==> src/rtl/note_judge.sv <==
// Rhythm-game judging stage: steps through the note chart one slot at a time
// and grades key hits against the opening window of each note slot.
module note_judge #(
  parameter int TICKS_PER_SLOT = 25,
  parameter int WINDOW         = 8,
  parameter int ADDR_W         = 8,
  parameter int SCORE_W        = 10
) (
  input  logic               clk,
  input  logic               resetn,
  input  logic               map,
  input  logic               tick,
  input  logic               hit,
  output logic [ADDR_W-1:0]  chart_addr,
  input  logic [1:0]         chart_data,
  output logic               good,
  output logic               miss,
  output logic               done,
  output logic [SCORE_W-1:0] score,
  output logic [7:0]         combo
);

  localparam int SW = $clog2(TICKS_PER_SLOT + 1);
  localparam int WW = $clog2(WINDOW + 1);

  localparam logic [SW-1:0] SLOT_LAST = SW'(TICKS_PER_SLOT - 1);
  localparam logic [SW-1:0] SLOT_FULL = SW'(TICKS_PER_SLOT);
  localparam logic [WW-1:0] WIN_LAST  = WW'(WINDOW - 1);

  typedef enum logic [2:0] {
    S_IDLE,
    S_FETCH,
    S_DECODE,
    S_OPEN,
    S_GAP,
    S_FINISH
  } state_e;

  state_e              state_q, state_d;
  logic [ADDR_W-1:0]   addr_q, addr_d;
  logic [SCORE_W-1:0]  score_q, score_d;
  logic [7:0]          combo_q, combo_d;
  logic [SW-1:0]       slot_q, slot_d;
  logic [WW-1:0]       win_q, win_d;
  logic                good_q, good_d;
  logic                miss_q, miss_d;
  logic                done_q, done_d;
  logic                slot_end;

  // A window as long as the slot leaves GAP already at the full count.
  assign slot_end = (slot_q == SLOT_FULL) ||
                    (tick && slot_q == SLOT_LAST);

  always_comb begin
    state_d = state_q;
    addr_d  = addr_q;
    score_d = score_q;
    combo_d = combo_q;
    slot_d  = slot_q;
    win_d   = win_q;
    good_d  = 1'b0;
    miss_d  = 1'b0;
    done_d  = 1'b0;
    if (!map && state_q != S_IDLE) begin
      state_d = S_IDLE;
      addr_d  = '0;
    end else begin
      unique case (state_q)
        S_IDLE: begin
          addr_d = '0;
          if (map) begin
            score_d = '0;
            combo_d = '0;
            slot_d  = '0;
            win_d   = '0;
            state_d = S_FETCH;
          end
        end
        S_FETCH: state_d = S_DECODE;
        S_DECODE: begin
          slot_d = '0;
          win_d  = '0;
          if (chart_data[1]) begin
            done_d  = 1'b1;
            state_d = S_FINISH;
          end else if (chart_data[0]) begin
            state_d = S_OPEN;
          end else begin
            state_d = S_GAP;
          end
        end
        S_OPEN: begin
          if (tick) begin
            slot_d = slot_q + SW'(1);
            win_d  = win_q + WW'(1);
          end
          if (hit) begin
            good_d  = 1'b1;
            score_d = (score_q == '1) ? score_q
                                      : score_q + SCORE_W'(1);
            combo_d = (combo_q == 8'hff) ? combo_q
                                         : combo_q + 8'd1;
            state_d = S_GAP;
          end else if (tick && win_q == WIN_LAST) begin
            miss_d  = 1'b1;
            combo_d = '0;
            state_d = S_GAP;
          end
        end
        S_GAP: begin
          if (slot_end) begin
            if (addr_q == '1) begin
              done_d  = 1'b1;
              state_d = S_FINISH;
            end else begin
              addr_d  = addr_q + ADDR_W'(1);
              state_d = S_FETCH;
            end
          end else if (tick) begin
            slot_d = slot_q + SW'(1);
          end
        end
        S_FINISH: state_d = S_FINISH;
        default:  state_d = S_IDLE;
      endcase
    end
  end

  always_ff @(posedge clk or negedge resetn) begin
    if (!resetn) begin
      state_q <= S_IDLE;
      addr_q  <= '0;
      score_q <= '0;
      combo_q <= '0;
      slot_q  <= '0;
      win_q   <= '0;
      good_q  <= 1'b0;
      miss_q  <= 1'b0;
      done_q  <= 1'b0;
    end else begin
      state_q <= state_d;
      addr_q  <= addr_d;
      score_q <= score_d;
      combo_q <= combo_d;
      slot_q  <= slot_d;
      win_q   <= win_d;
      good_q  <= good_d;
      miss_q  <= miss_d;
      done_q  <= done_d;
    end
  end

  assign chart_addr = addr_q;
  assign good       = good_q;
  assign miss       = miss_q;
  assign done       = done_q;
  assign score      = score_q;
  assign combo      = combo_q;

endmodule

==> config.mk <==
export PLATFORM = sky130hd
export DESIGN_NAME = note_judge
export DESIGN_NICKNAME = d
export VERILOG_FILES = /design/src/rtl/note_judge.sv
export SDC_FILE = /design/constraint.sdc
export NUM_CORES = 1
export LEC_CHECK = 0
export ABC_AREA = 1
export BUFFER_PORTS_ARGS = -buffer_cell sky130_fd_sc_hd__buf_2
export CAP_MARGIN = 20
export CELL_PAD_IN_SITES_DETAIL_PLACEMENT = 1
export CELL_PAD_IN_SITES_GLOBAL_PLACEMENT = 1
export CORE_MARGIN = 3
export CORE_UTILIZATION = 35
export DETAILED_ROUTE_END_ITERATION = 10
export PLACE_DENSITY = 0.67
export SYNTH_ARGS = -nofsm -noshare
export SYNTH_HDL_FRONTEND = slang
export SYNTH_SLANG_ARGS = --single-unit
==> constraint.sdc <==
create_clock -name clk -period 2.2 [get_ports clk]
set_clock_uncertainty 0.2 [all_clocks]
set_input_delay 0.11 -clock clk [delete_from_list [all_inputs] [get_ports clk]]
set_output_delay 0.11 -clock clk [all_outputs]
set_load 0.02 [all_outputs]
==> results.toml <==
[timing]
timing.fmax_mhz = 479.2
slew_viol_final = 0
hold_viol_final = 0
min_period_over_period = 0.9486
period_needed_ns = 2.087
hold_ws_ns = 0.06089
setup_tns_ns = 0
slew_headroom = 0.6445
rsz0062_at_grt = "false"
setup_viol = 0
max_slew.worst_pin.slew_ns = 0.5333

[place]
routabilityCongestion = 0.7837
hpwl_um = 5043
io_buffer_count = 35

[drt]
drt_first_iter_violations = 86
vias = 2488
final_antenna_net_count = 0
drc = 0
dr.pass1.iters = 4
wire_per_inst_um = 13.64
routed_wl_um = 6764
viasPerCell = 5.016

[cts]
postCtsSetupBuffers = 0
clk_pin_slew_ns = 0.08
htree_levels = 2
cts_buffers = 5
clock-root-buffer = "clkbuf_8"
cts_tree = "built"
clk_latency_ns = 0.29
clock_path_buffers = 2
cts_sinks = 41

[die]
fp.dieArea_um2 = 8579
die_height_um = 92.63
io_pins = 36
start_util = 0.3742
core_um2 = 7019
die_w_um = 92.63
rows = 30

[power_and_ir_drop]
p_comb_frac = 0.378
p_int_mw = 1.290
vdd_drop_max_mv = 0.3528
power.leakage_nw = 1.540
powerDensity_nw_per_um2 = 744.8
power_switching_uw = 991.7
seq_power_share = 0.394
clockPowerShare = 0.227
swShare = 0.4347

[logic_synthesis]
synth_edf_count = 0
syn-num-nets = 369
ys_seq_area_frac = 0.3907
syn_area_um2 = 2626
syn_avg_cell_area_um2 = 7.398
ys_ff_latch = 41
postSynth.asyncResetShare = 1.000
synth_cells = 355
synth_ff_type = "dfrtp_1"
synth_cell_types = 31
yosysWarnings = 0

[setup_path]
crit_type = "register to register"
crit_fanout = 10
end_kind = "register"
worstPathRequired_ns = 2.23
critPathLaunchType = "register"
arrival_ns = 2.12

[hold_path]
hp-class = "input pin to register"

[global_routing]
grt_usage = 0.1650
grt_pass1_vias = 2465
grt_first_pass_wirelength_um = 11720
grt_overflow_total = 0
grt_max_degree = 23
antenna_found_initial = 0

[outcome]
status = "finished clean"

[cells_and_area]
finalNetCount = 414
area_growth_pct = 16.63
drive_gt1_frac = 0.2250
num_antenna_cells = 0

[flow_run]
cap_violations = 0
Yosys cell counts (4+ instances only):
cell	count	share of area
o21ai_2	12	0.040
inv_1	37	0.053
nor2_2	4	0.0095
a21oi_1	7	0.013
nor2_1	24	0.034
xor2_1	7	0.023
inv_2	5	0.0071
nand3_1	30	0.057
nor3_1	4	0.0076
dfrtp_1	41	0.39
ha_1	7	0.033
or2_2	5	0.012
o21ai_1	9	0.017
nand2_2	11	0.026
nand4_1	12	0.029
nand2_1	106	0.15
o21ai_0	14	0.027
worst paths after layout:
kind / start / to / slack [ns] / cells past startpoint
max in group asynchronous: resetn / combo[4] / 1.17 / 3
max: state_q[2] / miss / 0.11 / 5
min: map / state_q[2] / 0.06 / 3
min reg2reg: slot_q[4] / slot_q[4] / 0.32 / 2
max reg2reg: state_q[2] / miss / 0.11 / 5
min in group asynchronous: resetn / chart_addr[7] / 0.13 / 2
kinds of logic (layout without fill, tap and decap cells):
logic type                 Yosys count  count (layout)  synth area share
DFF                                 41              41            0.3907
AOI/OAI and AO/OA                   47              47            0.1120
adders and majority gates            7               7           0.03335
and+or+nand+nor                    204             204            0.3592
buffers and inverters               47              92           0.07479
xor gates and xnor gates             9               9           0.03002
state kept, by name, summed over array words and instances (netlist names):
register    flops
chart_addr      8
combo           8
done            1
good            1
miss            1
score          10
slot_q          5
state_q         3
win_q           4
placed cells by master, fill, tap and decap left out, types with 2 or more instances in the layout:
master / count
nand2_1: 106
dfrtp_1: 40
inv_1: 37
buf_2: 35
nand3_1: 30
nor2_1: 24
o21ai_0: 14
nand4_1: 12
o21ai_2: 12
nand2_2: 10
o21ai_1: 9
a21oi_1: 7
xor2_1: 7
ha_1: 7
clkbuf_8: 6
inv_2: 5
or2_2: 5
nor3_1: 4
dlygate4sd3_1: 4
nor2_4: 3
nor2_2: 3
o21bai_1: 3
buf_4: 3
nand2_4: 2
nand3_2: 2
xnor2_1: 2
power by group through the flow:
stage	logic, mW	registers [mW]	clock network, mW
after floorplan	0.655	0.919	0
after global placement	0.839	0.907	0
after detailed placement	0.858	0.907	0
after CTS	0.865	0.894	0.543
after global routing	0.970	0.911	0.574
final	0.863	0.900	0.518
routing by layer:
layer,track usage,vias to the layer above,part of all wire
met4,0.03053,0,0.0078
met3,0.02924,6,0.032
met2,0.2689,32,0.46
met5,0,-,0
li1,-,1231,-
met1,0.2312,1219,0.50
through the flow:
| stage | instances | area (um^2) | worst slack, ns | utilization | power (mW) |
|---|---|---|---|---|---|
| 6_report | 496 | 3063 | 0.1132 | 0.4364 | 2.281 |
| 5_1_grt | 496 | 3063 | 0.006347 | 0.4364 | 2.456 |
| 4_1_cts | 496 | 3052 | 0.05992 | 0.4348 | 2.301 |
| 3_5_place_dp | 485 | 2925 | 0.3575 | 0.4168 | 1.766 |
| 3_3_place_gp | 485 | 2925 | 0.4270 | 0.4168 | 1.746 |
| 2_1_floorplan | 355 | 2626 | 0.4759 | - | 1.574 |
critical path, stage by stage (launching register included):
cell	delay, ns
dfrtp_1	0.48
nor2_2	0.19
nand2_2	0.13
buf_4	0.21
nor4_1	0.23
dlygate4sd3_1	0.58
final cells by class:
cell class	count	area, um^2
Clock buffer	7	86.33
Sequential cell	41	1027
Inverter	42	157.7
Fill cell	920	3956
Tap cell	96	120.1
Timing Repair Buffer	43	257.7
Multi-Input combinational cell	267	1414
timing repair:
item | 4_1_cts | 5_1_grt
hold endpoints to repair | 43 | 0
hold buffers | 4 | 0
gates resized for setup | 0 | 3
endpoints found under the setup margin | 0 | 1
Power figures use the tool's default switching activity.
